$ cat src/rtl/irq_pkg.sv
// Shared definitions for the interrupt request controller.
// Holds the FSM encoding, the default sizing constants and the priority encoder.
package irq_pkg;

    localparam int DEF_NUM_SRC = 8;
    localparam int DEF_SRC_W   = 3;
    localparam int PRIO_MAX    = 32;

    typedef enum logic [1:0] {
        IDLE    = 2'd0,
        REQ     = 2'd1,
        SERVICE = 2'd2
    } irq_state_e;

    // Lowest set index wins; scanning downwards lets the lowest hit overwrite the others.
    function automatic logic [4:0] prio_enc(input logic [PRIO_MAX-1:0] vec);
        logic [4:0] idx;
        idx = 5'd0;
        for (int i = PRIO_MAX - 1; i >= 0; i--) begin
            idx = vec[i] ? 5'(i) : idx;
        end
        return idx;
    endfunction

endpackage

$ cat src/rtl/irq_sync_edge.sv
// Single request line: two-flop synchroniser plus history flop.
// Produces a one-cycle rise pulse.
module irq_sync_edge (
    input  logic clock,
    input  logic reset_n,
    input  logic src_i,
    output logic rise_o
);

    logic s1_q;
    logic s2_q;
    logic s3_q;

    // Synchroniser chain. The history flop clears on reset, so a line already high counts as one rise.
    always_ff @(posedge clock or negedge reset_n) begin
        if (!reset_n) begin
            s1_q <= 1'b0;
            s2_q <= 1'b0;
            s3_q <= 1'b0;
        end else begin
            s1_q <= src_i;
            s2_q <= s1_q;
            s3_q <= s2_q;
        end
    end

    assign rise_o = s2_q & ~s3_q;

endmodule

$ cat src/rtl/irq_controller.sv
// Multi-source interrupt controller: pending/mask bookkeeping, priority selection and
// the REQ/ack/eoi handshake with the processor's interrupt unit.
module irq_controller
    import irq_pkg::*;
#(
    parameter int NUM_SRC = DEF_NUM_SRC,
    parameter int SRC_W   = DEF_SRC_W
) (
    input  logic               clock,
    input  logic               reset_n,
    input  logic [NUM_SRC-1:0] src_in,
    input  logic               mask_we,
    input  logic [NUM_SRC-1:0] mask_wdata,
    input  logic               ack,
    input  logic               eoi,
    output logic               IRQ,
    output logic [SRC_W-1:0]   cause,
    output logic               in_service,
    output logic [NUM_SRC-1:0] pending,
    output logic [NUM_SRC-1:0] mask
);

    logic [NUM_SRC-1:0] rise_s;
    logic [NUM_SRC-1:0] req_vec_s;
    logic [NUM_SRC-1:0] clr_s;
    logic [NUM_SRC-1:0] pending_d;
    logic [NUM_SRC-1:0] pending_q;
    logic [NUM_SRC-1:0] mask_d;
    logic [NUM_SRC-1:0] mask_q;
    logic [SRC_W-1:0]   prio_s;
    logic [SRC_W-1:0]   cause_d;
    logic [SRC_W-1:0]   cause_q;
    irq_state_e         state_d;
    irq_state_e         state_q;

    for (genvar g = 0; g < NUM_SRC; g++) begin : g_src
        irq_sync_edge u_sync_edge (
            .clock   (clock),
            .reset_n (reset_n),
            .src_i   (src_in[g]),
            .rise_o  (rise_s[g])
        );
    end

    assign req_vec_s = pending_q & mask_q;
    assign prio_s    = SRC_W'(prio_enc(PRIO_MAX'(req_vec_s)));

    // FSM state register.
    always_ff @(posedge clock or negedge reset_n) begin
        if (!reset_n) begin
            state_q <= IDLE;
        end else begin
            state_q <= state_d;
        end
    end

    // Next state, cause tracking and the pending clear issued by ack.
    always_comb begin
        state_d = state_q;
        cause_d = cause_q;
        clr_s   = {NUM_SRC{1'b0}};
        case (state_q)
            IDLE: begin
                if (req_vec_s != {NUM_SRC{1'b0}}) begin
                    state_d = REQ;
                    cause_d = prio_s;
                end else begin
                    state_d = IDLE;
                end
            end
            REQ: begin
                // ack acts on the cause already presented, so a late pre-emption cannot redirect it.
                if (ack) begin
                    state_d        = SERVICE;
                    clr_s[cause_q] = 1'b1;
                end else if (req_vec_s == {NUM_SRC{1'b0}}) begin
                    state_d = IDLE;
                end else begin
                    cause_d = prio_s;
                end
            end
            SERVICE: begin
                if (eoi) begin
                    state_d = IDLE;
                end else begin
                    state_d = SERVICE;
                end
            end
            default: begin
                state_d = IDLE;
            end
        endcase
    end

    // A fresh rise beats a same-cycle clear so the new event is not lost.
    always_comb begin
        pending_d = (pending_q & ~clr_s) | rise_s;
        if (mask_we) begin
            mask_d = mask_wdata;
        end else begin
            mask_d = mask_q;
        end
    end

    // Pending, mask and cause registers.
    always_ff @(posedge clock or negedge reset_n) begin
        if (!reset_n) begin
            pending_q <= {NUM_SRC{1'b0}};
            mask_q    <= {NUM_SRC{1'b0}};
            cause_q   <= {SRC_W{1'b0}};
        end else begin
            pending_q <= pending_d;
            mask_q    <= mask_d;
            cause_q   <= cause_d;
        end
    end

    // Outputs decode straight from registers.
    always_comb begin
        IRQ        = (state_q == REQ);
        in_service = (state_q == SERVICE);
        cause      = cause_q;
        pending    = pending_q;
        mask       = mask_q;
    end

endmodule

$ cat config.mk
export PLATFORM = sky130hd
export DESIGN_NAME = irq_controller
export DESIGN_NICKNAME = d
export VERILOG_FILES = /design/src/rtl/irq_pkg.sv /design/src/rtl/irq_sync_edge.sv /design/src/rtl/irq_controller.sv
export SDC_FILE = /design/constraint.sdc
export NUM_CORES = 1
export LEC_CHECK = 0
export BUFFER_PORTS_ARGS = -buffer_cell sky130_fd_sc_hd__buf_2
export CORE_MARGIN = 2
export CORE_UTILIZATION = 50
export DETAILED_ROUTE_END_ITERATION = 7
export PLACE_DENSITY_LB_ADDON = 0.3
export SLEW_MARGIN = 20
export SYNTH_ARGS = -nofsm -noshare
export SYNTH_HDL_FRONTEND = slang
export SYNTH_SLANG_ARGS = --single-unit
$ cat constraint.sdc
create_clock -name clock -period 1.7 [get_ports clock]
set_input_delay 0.255 -clock clock [delete_from_list [all_inputs] [get_ports clock]]
set_output_delay 0.255 -clock clock [all_outputs]
set_load 0.02 [all_outputs]
-- Yosys cells after proc, flatten, opt, wreduce, memory -nomap -nowiden
Cells that the tools add are included.
- magnitude comparators: 2
- eq/ne operators: 6
- multiplexer cells: 21
- bitwise logic cells: 20
- reductions and logical operators: 6
- operators with widths (cell ; number):
    2-to-1 mux 3 bit ; 11
    AND 8 bit ; 2
    2-to-1 mux 8 bit ; 2
    AND 1 bit ; 8
    logical NOT 8 bit ; 1
    inverter 1 bit ; 8
    inverter 8 bit ; 1
    bitwise OR 8 bit ; 1
    nonzero test 8 bit ; 1
    2-to-1 mux 2 bit ; 3
    != test 2 bit (second input constant) ; 3
    case mux 2 bit (3 select lines) ; 1
    case mux 3 bit (2 select lines) ; 1
    less-than comparator 3 x 4 -> 1 bit (second input constant) ; 1
    AND reduction 4 bit ; 1
    demux 1 bit (select 3 bit) ; 1
    >= comparator 3 x 1 -> 1 bit (second input constant) ; 1
    != test 3 x 2 -> 1 bit (second input constant) ; 1
    == test 2 x 1 -> 1 bit (second input constant) ; 1
    == test 2 bit (second input constant) ; 1
    logical NOT 2 bit ; 1
    2-to-1 mux 1 bit ; 2
    nonzero test 2 bit ; 1
    logical AND 1 bit ; 1
- bits in registers: 45
- output and inout port bits: 21
- logic and storage cells: 83

-- Longest topological paths before layout
- word-level depth: 12
- gate-level depth with buffers: 4

-- Modules after synthesis
Synthesis repeated with hierarchy kept, for this count alone.
- cell total of the unflattened synthesis: 113
- area, all modules: 1645.3 um2
- modules (own cells, without submodules) (module ; times used ; cells each ; area an instance (um2)):
    irq_controller ; 1 ; 81 ; 934.6
    irq_sync_edge ; 8 ; 4 ; 88.8

-- Worst setup path after synthesis
No wires, ideal clock.
- path kind: register to register
- start point: register mask_q[3], in the netlist mask[3]
- end point: register cause_q[0], in the netlist cause[0]
- library setup time: 0.125 ns
- arrival: 1.402 ns
- data required time: 1.575 ns
- setup slack: 0.173 ns
- cell stages (with the launch flop): 5
- path buffers: 0
- path through: dfrtp_1 -> a22o_1 -> a221oi_4 -> a31oi_2 -> mux2_4
- longest elaborated chain between the ends: 8
- elaborated cells between the ends (all ways): 14
- those cells by class: eq/ne: 2; mux: 8; bitwise: 1; reduce/logical: 3
- ends and longest elaborated chain (what ; RTL line ; RTL):
    start, declared ; irq_controller.sv:29 ; logic [NUM_SRC-1:0] mask_q;
    start signal, assigned ; irq_controller.sv:109 ; mask_q <= {NUM_SRC{1'b0}};
    start signal, assigned ; irq_controller.sv:113 ; mask_q <= mask_d;
    AND 8 bit * ; irq_controller.sv:45 ; assign req_vec_s = pending_q & mask_q;
    2-to-1 mux 3 bit (4 in a row) ; irq_pkg.sv:20 ; idx = vec[i] ? 5'(i) : idx;
    2-to-1 mux 3 bit ; irq_controller.sv:76 ; end else if (req_vec_s == {NUM_SRC{1'b0}}) begin
    2-to-1 mux 3 bit ; irq_controller.sv:73 ; if (ack) begin
    case mux 3 bit (2 select lines) ; irq_controller.sv:62 ; case (state_q)
    end signal, assigned ; irq_controller.sv:110 ; cause_q <= {SRC_W{1'b0}};
    end signal, assigned ; irq_controller.sv:114 ; cause_q <= cause_d;
    end, declared ; irq_controller.sv:32 ; logic [SRC_W-1:0] cause_q;
Every way passes the cells marked *; elsewhere a longest branch is shown, timed or not. The select of a mux whose other input is x is not followed.
A chain may end at the register's enable or synchronous reset.

-- Final worst setup path
Ends and elaborated chain as after synthesis.

==> impl_metrics.env <==
export IMPL_cap_violations=0
export IMPL_initial_core_util=0.5200
export IMPL_dieWidth_um=59.89
export IMPL_synthFlopType="dfrtp_1"
export IMPL_clk_pin_slew_worst_paths_ns=0.11
export IMPL_gr_usage_all_layers=0.1856
export IMPL_viasPerCell=5.186
export IMPL_worst_ep_arrival_time_ns=1.79
export IMPL_fp_coreArea_um2=3003
export IMPL_ys_seq_elements=45
export IMPL_dp_cells=182
export IMPL_timing_final_crit_share=0.9087
export IMPL_path_class="register to register"
export IMPL_die_y_um=59.89
export IMPL_diodes=0
export IMPL_skew_ns=0.01390
export IMPL_clock_latency_ns=0.35
export IMPL_syn2layout_area_growth_pct=25.96
export IMPL_internal_power_uw=1728
export IMPL_ctsResizeCount=0
export IMPL_rows=20
export IMPL_ant_nets=0
export IMPL_max_vdd_ir_drop_mv=0.6023
export IMPL_h_tree_depth=2
export IMPL_ys_top_cells_by_count="dfrtp_1, o21ai_0, inv_1"
export IMPL_setup_tns_ns=0
export IMPL_dieArea_um2=3586
export IMPL_dr_pass1_iters=4
export IMPL_drtIter0Drc=22
export IMPL_critPathMaxFanout=4
export IMPL_setup_violations_final=0
export IMPL_cts_path_max_buffers=2
export IMPL_antenna_found_initial=0
export IMPL_dp_hpwl_um=2194
export IMPL_comb_power_share=0.288
export IMPL_required_ns=1.94
export IMPL_pwr_share_seq=0.533
export IMPL_grt_max_degree=26
export IMPL_powerDensity_nw_per_um2=1361
export IMPL_leakage_uw=0.0009227
export IMPL_vias=1032
export IMPL_whs_ns=0.09453
export IMPL_numCtsBuffers=5
export IMPL_multi_input_comb_area_um2=394.1
export IMPL_totalWireLength_um=2985
export IMPL_synthArstFlopShare=1.000
export IMPL_p_switching_uw=948.3
export IMPL_path_cells="a22o_1 -> a221oi_4 -> a31oi_2 -> mux2_4"
export IMPL_grt_pass1_vias=1019
export IMPL_slew_headroom=0.6811
export IMPL_r2r_slack_ns=0.16
export IMPL_syn_nets=129
export IMPL_cp_slowest_cell="dfrtp_1"
export IMPL_overflow=0
export IMPL_syn_avg_cell_area_um2=14.46
export IMPL_synth_warnings=0
export IMPL_yosysUniqueCellTypes=23
export IMPL_synth_top_area_frac=0.7212
export IMPL_yosys_area_top_type="dfrtp_1"
export IMPL_wire_per_inst_um=15.00
export IMPL_yosysSeqAreaShare=0.7212
export IMPL_fmax_ghz=0.6473
export IMPL_drc=0
export IMPL_cts_num_sinks=45
export IMPL_final_hold_viol_count=0
export IMPL_grt_first_pass_wirelength_um=4560
export IMPL_finalMaxSlewViolations=0
export IMPL_yosysMostFrequentCell="dfrtp_1"
export IMPL_cp_end_kind="register"
export IMPL_synth_edf_count=0
export IMPL_drive_gt1_frac=0.3614
export IMPL_synth_area_leaders="dfrtp_1, mux2_2, o21ai_0, inv_1, a32o_1"
export IMPL_clock_power_share=0.179
export IMPL_finalNetCount=186
export IMPL_max_slew_worst_pin_slew_ns=0.4783
export IMPL_port_buffers=41
export IMPL_ff_latch_area_um2=1126
export IMPL_io_pins=42
export IMPL_syn_cell_area_um2=1561
export IMPL_final_cells=199
export IMPL_n_fill_cell=245
export IMPL_clockRootBuffer="clkbuf_4"
export IMPL_period_minus_slack_ns=1.545
export IMPL_max_stage_delay_ns=0.43
export IMPL_outcome="finished clean"
export IMPL_netSwitchingFraction=0.3543
export IMPL_cts_tree="yes"
export IMPL_synth_cells=108
export IMPL_gp_congestion=0.8623
export IMPL_rsz0062_at_grt="false"
export IMPL_min_path_type="input pin to register"
export IMPL_start_kind="register"
[logic make-up after synthesis]
| group | after synthesis | share of synthesized area |
|---|---|---|
| flops | 45 | 0.7212 |
| buf+inv | 11 | 0.02644 |
| simple gates | 12 | 0.04167 |
| mux | 9 | 0.06731 |
| compound gates | 31 | 0.1434 |
[power by group through the flow]
stage | logic (µW) | registers, µW | clock network [µW]
after floorplan | 365 | 1530 | 0
after global placement | 736 | 1430 | 0
after detailed placement | 760 | 1440 | 0
after CTS | 775 | 1420 | 499
after global routing | 834 | 1450 | 545
final | 771 | 1430 | 478
[routing by layer]
layer,GRT usage,vias to the layer above,part of all wire,routed length (µm)
met5,0,-,0,0
met3,0.07143,5,0.060,179
met2,0.3307,39,0.51,1531
met1,0.1980,497,0.41,1236
li1,-,491,-,-
met4,0.06667,0,0.013,38
[cell type report]
type                    count  area share
clock inverters             1    0.003817
well taps                  33     0.02099
multi-input cells          52      0.2004
flip-flops and latches     45      0.5725
repair buffers             51      0.1603
clock buffers               7     0.02290
inverters                  10     0.01908
[cell usage in the layout, fill, tap and decap left out]
cell            n
a21oi_1         2
a221oi_4        1
a22o_1          1
a22oi_1         3
a2bb2oi_1       1
a31oi_2         1
a32o_1          3
buf_12          1
buf_2          41
clkbuf_1        2
clkbuf_4        5
clkinvlp_4      1
dfrtp_1        45
dlygate4sd3_1   9
inv_1           9
inv_2           1
mux2_2          8
mux2_4          1
nand2_1         4
nand2b_1        4
nand3_1         1
nand3b_1        1
nor2b_1         1
o21ai_0        11
o21ai_1         5
o21ba_1         1
o31ai_1         2
or2_1           1
[path summary, 6_finish.rpt]
kind / startpoint / to / cells after the start
worst min register to register: g_src[2].u_sync_edge.s1_q / g_src[2].u_sync_edge.s2_q / 0
worst min-delay path: eoi / state_q[1] / 2
min in group asynchronous: reset_n / mask[0] / 2
worst max register to register: mask[3] / cause[0] / 4
worst max-delay path: mask[3] / cause[0] / 4
max in group asynchronous: reset_n / g_src[4].u_sync_edge.s3_q / 3
[registers in the layout, summed over array words and instances (netlist names)]
signal and count:
cause 3, state_q 2, mask 8, g_src.u_sync_edge.s3_q 8, g_src.u_sync_edge.s1_q 8, g_src.u_sync_edge.s2_q 8, pending 8
[worst max-delay path, delay by kind of cell (launching register included)]
kind | cells | cell delay [ns]
AOI/OAI and AO/OA | 3 | 0.69
muxes | 1 | 0.32
DFF | 1 | 0.43
[what timing repair did]
item,in CTS,in global routing
endpoints found under the setup margin,0,0
setup buffers,0,0
hold buffers,8,1
endpoints found under the hold margin,27,1
[per-stage QoR]
step                      total power, µW  utilization  worst slack, ns  area, µm²
after floorplan                      1897            -           0.1731       1562
after global placement               2165       0.6075           0.2616       1824
final                                2677       0.6550           0.1551       1967
after CTS                            2697       0.6517           0.1703       1957
after global routing                 2828       0.6550           0.1018       1967
after detailed placement             2202       0.6075           0.1840       1824
No activity file was read; power rests on OpenSTA's default activity.
